[src/rtl/mod_exp_ctrl.sv]
// Left-to-right square-and-multiply sequencer for modular exponentiation.
// Drives a single external mod_mul unit; owns the running product and exponent bit counter.
module mod_exp_ctrl #(
    parameter int unsigned W = 192,
    localparam int unsigned CW = $clog2(W)
) (
    input  logic         clk,
    input  logic         rst_n,
    input  logic         start,
    input  logic [W-1:0] base,
    input  logic [W-1:0] exp,
    output logic         busy,
    output logic         done,
    output logic [W-1:0] result,
    output logic [W-1:0] mm_x,
    output logic [W-1:0] mm_y,
    output logic         mm_start,
    input  logic [W-1:0] mm_z,
    input  logic         mm_done
);

    typedef enum logic [2:0] {
        StIdle,
        StSkip,
        StSq,
        StMul,
        StGapSq,
        StGapMul,
        StFin
    } state_e;

    localparam logic [CW-1:0] CntMax = CW'(W - 1);

    state_e        state_q, state_d;
    logic [W-1:0]  base_q, base_d;
    logic [W-1:0]  e_q, e_d;
    logic [CW-1:0] cnt_q, cnt_d;
    logic [W-1:0]  acc_q, acc_d;
    logic [W-1:0]  result_q, result_d;
    logic          busy_q, busy_d;
    logic          done_q, done_d;
    logic [W-1:0]  mm_x_q, mm_x_d;
    logic [W-1:0]  mm_y_q, mm_y_d;
    logic          mm_start_q, mm_start_d;

    logic [W-1:0]  e_shift;
    logic          last_bit;

    assign e_shift  = {e_q[W-2:0], 1'b0};
    assign last_bit = (cnt_q == '0);

    always_ff @(posedge clk) begin
        if (!rst_n) begin
            state_q    <= StIdle;
            base_q     <= '0;
            e_q        <= '0;
            cnt_q      <= '0;
            acc_q      <= '0;
            result_q   <= '0;
            busy_q     <= 1'b0;
            done_q     <= 1'b0;
            mm_x_q     <= '0;
            mm_y_q     <= '0;
            mm_start_q <= 1'b0;
        end else begin
            state_q    <= state_d;
            base_q     <= base_d;
            e_q        <= e_d;
            cnt_q      <= cnt_d;
            acc_q      <= acc_d;
            result_q   <= result_d;
            busy_q     <= busy_d;
            done_q     <= done_d;
            mm_x_q     <= mm_x_d;
            mm_y_q     <= mm_y_d;
            mm_start_q <= mm_start_d;
        end
    end

    always_comb begin
        state_d    = state_q;
        base_d     = base_q;
        e_d        = e_q;
        cnt_d      = cnt_q;
        acc_d      = acc_q;
        result_d   = result_q;
        busy_d     = busy_q;
        done_d     = 1'b0;
        mm_x_d     = mm_x_q;
        mm_y_d     = mm_y_q;
        mm_start_d = mm_start_q;

        unique case (state_q)
            StIdle: begin
                if (start) begin
                    base_d  = base;
                    e_d     = exp;
                    cnt_d   = CntMax;
                    busy_d  = 1'b1;
                    state_d = StSkip;
                end
            end
            // Leading zeros are skipped; the first set bit seeds acc with base.
            StSkip: begin
                e_d = e_shift;
                if (e_q[W-1]) begin
                    acc_d = base_q;
                    if (last_bit) begin
                        state_d = StFin;
                    end else begin
                        cnt_d   = cnt_q - 1'b1;
                        state_d = StGapSq;
                    end
                end else if (last_bit) begin
                    acc_d   = W'(1);
                    state_d = StFin;
                end else begin
                    cnt_d = cnt_q - 1'b1;
                end
            end
            StGapSq: begin
                mm_x_d     = acc_q;
                mm_y_d     = acc_q;
                mm_start_d = 1'b1;
                state_d    = StSq;
            end
            StGapMul: begin
                mm_x_d     = acc_q;
                mm_y_d     = base_q;
                mm_start_d = 1'b1;
                state_d    = StMul;
            end
            StSq: begin
                if (mm_done) begin
                    acc_d      = mm_z;
                    mm_start_d = 1'b0;
                    if (e_q[W-1]) begin
                        state_d = StGapMul;
                    end else begin
                        e_d = e_shift;
                        if (last_bit) begin
                            state_d = StFin;
                        end else begin
                            cnt_d   = cnt_q - 1'b1;
                            state_d = StGapSq;
                        end
                    end
                end
            end
            StMul: begin
                if (mm_done) begin
                    acc_d      = mm_z;
                    mm_start_d = 1'b0;
                    e_d        = e_shift;
                    if (last_bit) begin
                        state_d = StFin;
                    end else begin
                        cnt_d   = cnt_q - 1'b1;
                        state_d = StGapSq;
                    end
                end
            end
            StFin: begin
                result_d = acc_q;
                done_d   = 1'b1;
                busy_d   = 1'b0;
                state_d  = StIdle;
            end
            default: state_d = StIdle;
        endcase
    end

    assign busy     = busy_q;
    assign done     = done_q;
    assign result   = result_q;
    assign mm_x     = mm_x_q;
    assign mm_y     = mm_y_q;
    assign mm_start = mm_start_q;

endmodule
[config.mk]
export PLATFORM = sky130hd
export DESIGN_NAME = mod_exp_ctrl
export DESIGN_NICKNAME = d
export VERILOG_FILES = /design/src/rtl/mod_exp_ctrl.sv
export SDC_FILE = /design/constraint.sdc
export NUM_CORES = 2
export LEC_CHECK = 0
export BUFFER_PORTS_ARGS = -buffer_cell sky130_fd_sc_hd__buf_4
export CAP_MARGIN = 20
export CORE_AREA = 2 2 450 452
export CTS_CLUSTER_SIZE = 25
export DETAILED_ROUTE_END_ITERATION = 10
export DIE_AREA = 0 0 452 454
export SLEW_MARGIN = 20
export SYNTH_ARGS = -nofsm -noshare
export SYNTH_HDL_FRONTEND = slang
export SYNTH_SLANG_ARGS = --single-unit
[constraint.sdc]
create_clock -name clk -period 2.05 [get_ports clk]
set_clock_uncertainty 0.15 [all_clocks]
set_input_delay 0.41 -clock clk [delete_from_list [all_inputs] [get_ports clk]]
set_output_delay 0.41 -clock clk [all_outputs]
set_load 0.01 [all_outputs]
# After elaboration in Yosys (flattened, before gate mapping)
# Cells that the tools add are included.
dict set report totals {
  reg_bits 1166
  latchBits 0
  ram_bits 0
  mem_bits_ro 0
  input_bits 580
  out_inout_bits 579
  word_cells 70
  n_memories 0
}
dict set report op_classes {
  addsub 1
  multipliers 0
  n_div 0
  magnitude_cmp 0
  n_eq_ne 12
  shifts 0
  n_mux 29
  bitwise_logic 0
  reduce_logical 16
}
# op count
set op_table {}
lappend op_table {{192-bit two-way mux} 7}
lappend op_table {{192-bit one-hot mux with 2 select lines} 2}
lappend op_table {{192-bit one-hot mux with 4 select lines} 1}
lappend op_table {{8-bit two-way mux} 5}
lappend op_table {{8-bit one-hot mux with 4 select lines} 1}
lappend op_table {{3-bit two-way mux} 6}
lappend op_table {{3-bit one-hot mux with 6 select lines} 1}
lappend op_table {{3-bit == test, second input constant} 3}
lappend op_table {{8-bit zero test} 1}
lappend op_table {{2-bit inequality test, second input constant} 4}
lappend op_table {{4-bit AND reduction} 2}
lappend op_table {{2-bit nonzero test} 4}
lappend op_table {{8-bit by 1-bit subtractor with 8-bit output, second input constant} 1}
lappend op_table {{3-bit by 2-bit == test with 1-bit output, second input constant} 2}
lappend op_table {{2-bit AND reduction} 3}
lappend op_table {{5-bit AND reduction} 1}
lappend op_table {{1-bit one-hot mux with 2 select lines} 2}
lappend op_table {{4-bit nonzero test} 1}
lappend op_table {{2-bit OR reduction} 2}
lappend op_table {{3-bit by 1-bit == test with 1-bit output, second input constant} 1}
lappend op_table {{3-bit zero test} 1}
lappend op_table {{1-bit two-way mux} 3}
lappend op_table {{3-bit inequality test, second input constant} 1}
lappend op_table {{3-bit AND reduction} 1}
lappend op_table {{other kinds (2)} 2}

# Depth between registers and ports, before layout
dict set report depth {
  depth_word 5
  ltp_mapped 8
  mapped_depth_nobuf 6
}

# Least setup slack after synthesis
# Ideal clock, no wire load.
dict set report synth_path {
  path_type {register to register}
  from {register cnt_q[0]}
  to {register acc_q[102]}
  setup_time_ps 133
  arrival_ps 1855
  slack_ps -88
  stages_incl_launch_ff 9
  period_less_slack_ps 2138
  path_cell_list {dfxtp_1 > inv_1 > ha_1 > or3b_2 > o21ai_2 > and2_1 > buf_2 > buf_2 > a311oi_1}
}
dict set report synth_between {
  elab_chain_len 3
}
# element line
set synth_lines {}
lappend synth_lines {{start: declaration} 37} ;# logic [CW-1:0] cnt_q, cnt_d;
lappend synth_lines {{start signal: assignment} 69} ;# cnt_q <= cnt_d;
lappend synth_lines {{8-bit zero test} 50} ;# assign last_bit = (cnt_q == '0);
lappend synth_lines {{3-bit inequality test (no line)} --}
lappend synth_lines {{3-bit AND reduction (no line)} --}
lappend synth_lines {{end signal: assignment} 58} ;# acc_q <= '0;
lappend synth_lines {{end signal: assignment} 70} ;# acc_q <= acc_d;
lappend synth_lines {{end: declaration} 38} ;# logic [W-1:0] acc_q, acc_d;
# No other way between the ends.
# A chain may end at the register's enable or synchronous reset.

# Final worst setup path
dict set report layout_path {
  from {register cnt_q[0]}
  to {register acc_q[69]}
}
# The elaborated chain is that of the path after synthesis.

==> key figures <==
Logic synthesis
  – Register bit total from synthesis: around 1,200
  – Area share of fa/ha/maj cells after synthesis: 0.02832%
  – Synthesized Nets: 5,798
  – Mapped cell area: 0.04419 mm²
  – Post-synthesis mux area share: between 4 and 5%
  – Simple-gate share of the synthesized area: between 10% and 20%
  – Main combinational cell family by area after synthesis: compound AO/OA/AOI/OAI gates
  – Ys flop type: dfxtp_1
  – Synth area leader: dfxtp_1
  – Post-synth EDFFs: 0
  – Unique masters post-synth: 48
  – Top-area cell type share of the netlist area: 52.83%
  – Post-Syn Instances: between 5,000 and 6,000
  – Register area share after synthesis: between 50% and 60%
  – Post-synthesis async set-or-reset flop share: 0%
  – Synth Area in Compound Gates: 20.57%
  – Dominant cells by area after synthesis: dfxtp_1 (53%), nand2_1 (11%), a21oi_1 (8.7%)
  – Yosys warns: 0
  – Post-Synth XOR/XNOR Area: 0%
  – Syn avg cell area: 8.470 µm²

Drt
  – Total Wirelength: 236,100 µm
  – Number of remaining DRC errors: 5
  – Routed Antenna Nets: 0
  – Pre-Repair DR Iteration Count: 11
  – Initial DRC count: 5,596
  – Via count: 48,480
  – Vias per cell: ~5
  – Wire per inst: about 24 µm

Run status
  – Outcome: complete, but fails checks
  – Failing checks: design-rule violations, negative setup slack

Worst setup path
  – Worst path slowest cell: or3b_4
  – Worst path cell trace: inv_2, ha_4, or3b_4, o21ai_4, buf_4, and2_4, buf_12, buf_16, bufbuf_16, a311oi_1
  – Setup crit end kind: flip-flop
  – Worst R2R End: acc_q[69]
  – R2R setup slack: -260 ps
  – Worst-path maximum fanout: 6
  – Worst Setup EP: acc_q[69]
  – Worst path max stage delay: around 390 ps
  – Worst Setup SP: cnt_q[0]
  – Req. time, crit path: 2560 ps
  – Cells on worst reg2reg path: 10
  – Worst setup SP type: flip-flop
  – Worst r2r src: cnt_q[0]
  – WP data arrival: 2810 ps
  – Critical path type: flip-flop to flip-flop

GRT
  – Antenna violations before repair: between 50 and 60
  – Total track usage: 21.38%
  – Vias in the first global route: 46,050
  – First-pass GRT wire length: 325,300 µm
  – GRT Residual Overflow: 0
  – Largest net degree at the start of global routing: 114

Placement
  – Final HPWL DP: 168,100 µm
  – Placer Congestion: 0.9773
  – Pre-CTS WS: -247.8 ps
  – Area after DPL: 0.05795 mm²
  – Port Buf Inserts: 1,158

Timing
  – Pins Over Slew Limit: 0
  – Final worst slack: -255.9 ps
  – Setup TNS: -37,400 ps
  – Final hold violations: 0
  – Final worst-path cycle share: 112.5%
  – Peak Freq: about 0.43 GHz
  – RSZ-0062 raised after global routing: true
  – Setup-failing EPs final: slightly below 200
  – Crit path time final: approximately 2300 ps
  – Slew at the pin with the worst max-slew slack: 696.3 ps
  – Relative max-transition margin: 53.58%

Pwr
  – Worst vdd ir: 0.9074 mV
  – Leakage: about 0.026 µW
  – Power per cell area: 1465 mW/mm²
  – Post-layout power: around 100,000 µW

Final layout
  – Share of post-route cells with drive strength above 1: 25.79%
  – Most frequent cells in the layout: nand2_1 (1,346), buf_4 (1,292), dfxtp_1 (1,135)
  – Nets: 7,479
  – Commonest non-fill, non-tap cell in the layout: nand2_1
  – Fillers: 20,340
  – Area grow syn2layout: 57.95%
  – Design Area, Final: 0.06979 mm²

Min path
  – Hold path start: base[30]
  – Hold WC Path Type: input pin to flip-flop

Clock tree
  – Worst-skew pair later-pin latency: 800 ps
  – Clock sinks: 1,166
  – H-tree depth: 4
  – Num CTS Buffers: 132
  – Clock transition at path regs: roughly 60 ps
  – CTS tree: built
  – Clock Tree Buf Depth: 3
  – Clock Tree Root: clkbuf_16

Die
  – I/O pin cnt: between 1,000 and 1,500
  – CORE AREA: between 0.2 and 0.25 mm²
  – Placement Rows: 165
  – Chip width: 452 µm
  – Starting density of the core: 22.00%
  – Vert. Die Dim: ~450 µm
  – Die ar.: 0.2052 mm²

Job
  – Max-cap violation count: 0
## cell usage after synthesis (all sizes together), types with 3 or more instances
master and n:
nor2 393, a31oi 3, dfxtp 1166, nor3 7, inv 5, a311oi 192, buf 104, nand2 1346
mux2i 194, a211oi 198, clkbuf 411, and3 4, nor2b 4, nand2b 5, a222oi 190, a21oi 771
nand3 193
## per-layer routing
layer / part of all wire [%] / track usage, % / routed length [µm]
met3: 9.5 / 6.005 / 22520
met1: 39 / 26.39 / 92770
met2: 45 / 33.13 / 106200
met5: 0.036 / 0 / 85
met4: 6.1 / 12.61 / 14520
## worst min path at each step
stage / end / depth (start not counted)
after floorplan: base_q[0] / 2
after global placement: result[35] / 2
after detailed placement: result[83] / 2
after CTS: base_q[30] / 4
after global routing: base_q[87] / 4
final: base_q[30] / 4
## kinds of logic (layout without fill, tap and decap cells)
group	count (synthesis)	count (layout)
other	0	44
AND/OR/NAND/NOR	1965	1965
AO/OA/AOI/OAI	1371	1371
buffers and inverters	520	2298
adder cells (fa/ha/maj)	1	1
flip-flops	1166	1166
multiplexers	194	194
## power by group
group,total [µW],switching (µW),internal [µW],leakage [µW]
registers,34400,5960,28400,0.00952
clock network,24400,10500,13900,0.00215
logic,43500,24300,19200,0.0146
## sequential cells by signal, indices dropped and copies added (netlist names)
name and flops:
acc_q 192, base_q 192, e_q 192, mm_x 192, mm_y 192, result 192, cnt_q 8, state_q 3
busy 1, done 1, mm_start 1
## per-stage QoR
| step | cells | hold slack [ps] | util (%) |
|---|---|---|---|
| 6_report | 9711 | 261.0 | 34.75 |
| 5_1_grt | 9697 | 229.2 | 34.73 |
| 4_1_cts | 9646 | 183.6 | 34.34 |
| 3_5_place_dp | 8801 | 297.7 | 28.85 |
| 3_3_place_gp | 8801 | 292.4 | 28.85 |
| 2_1_floorplan | 5217 | 293.8 | - |
## worst max-delay path, delay by kind of cell, from the launching register on
kind | cells | cell delay (ps)
buffers and inverters | 5 | 720
AOI/OAI and AO/OA | 2 | 250
DFF | 1 | 330
and+or+nand+nor | 2 | 580
adders and majority gates | 1 | 130
## layout make-up
type / count / area (µm²) / area share [%]
diodes: 44 / 110.1 / 0.1578
clock buffers: 190 / 3872 / 5.548
clock inverters: 41 / 526.8 / 0.7547
inverters: 5 / 28.78 / 0.04123
multi-input cells: 3531 / 19180 / 27.48
flip-flops and latches: 1166 / 23390 / 33.52
well taps: 2672 / 3343 / 4.790
repair buffers: 2062 / 19340 / 27.71
## repair_timing
| item | CTS | global route |
|---|---|---|
| endpoints found under the setup margin | 435 | 479 |
| pin swaps | 20 | 44 |
| hold buffers | 579 | 0 |
| setup buffers | 23 | 14 |
| gates cloned | 12 | 12 |
| hold endpoints to repair | 592 | 0 |
| resized for setup | 80 | 95 |
Power figures use the tool's default switching activity.
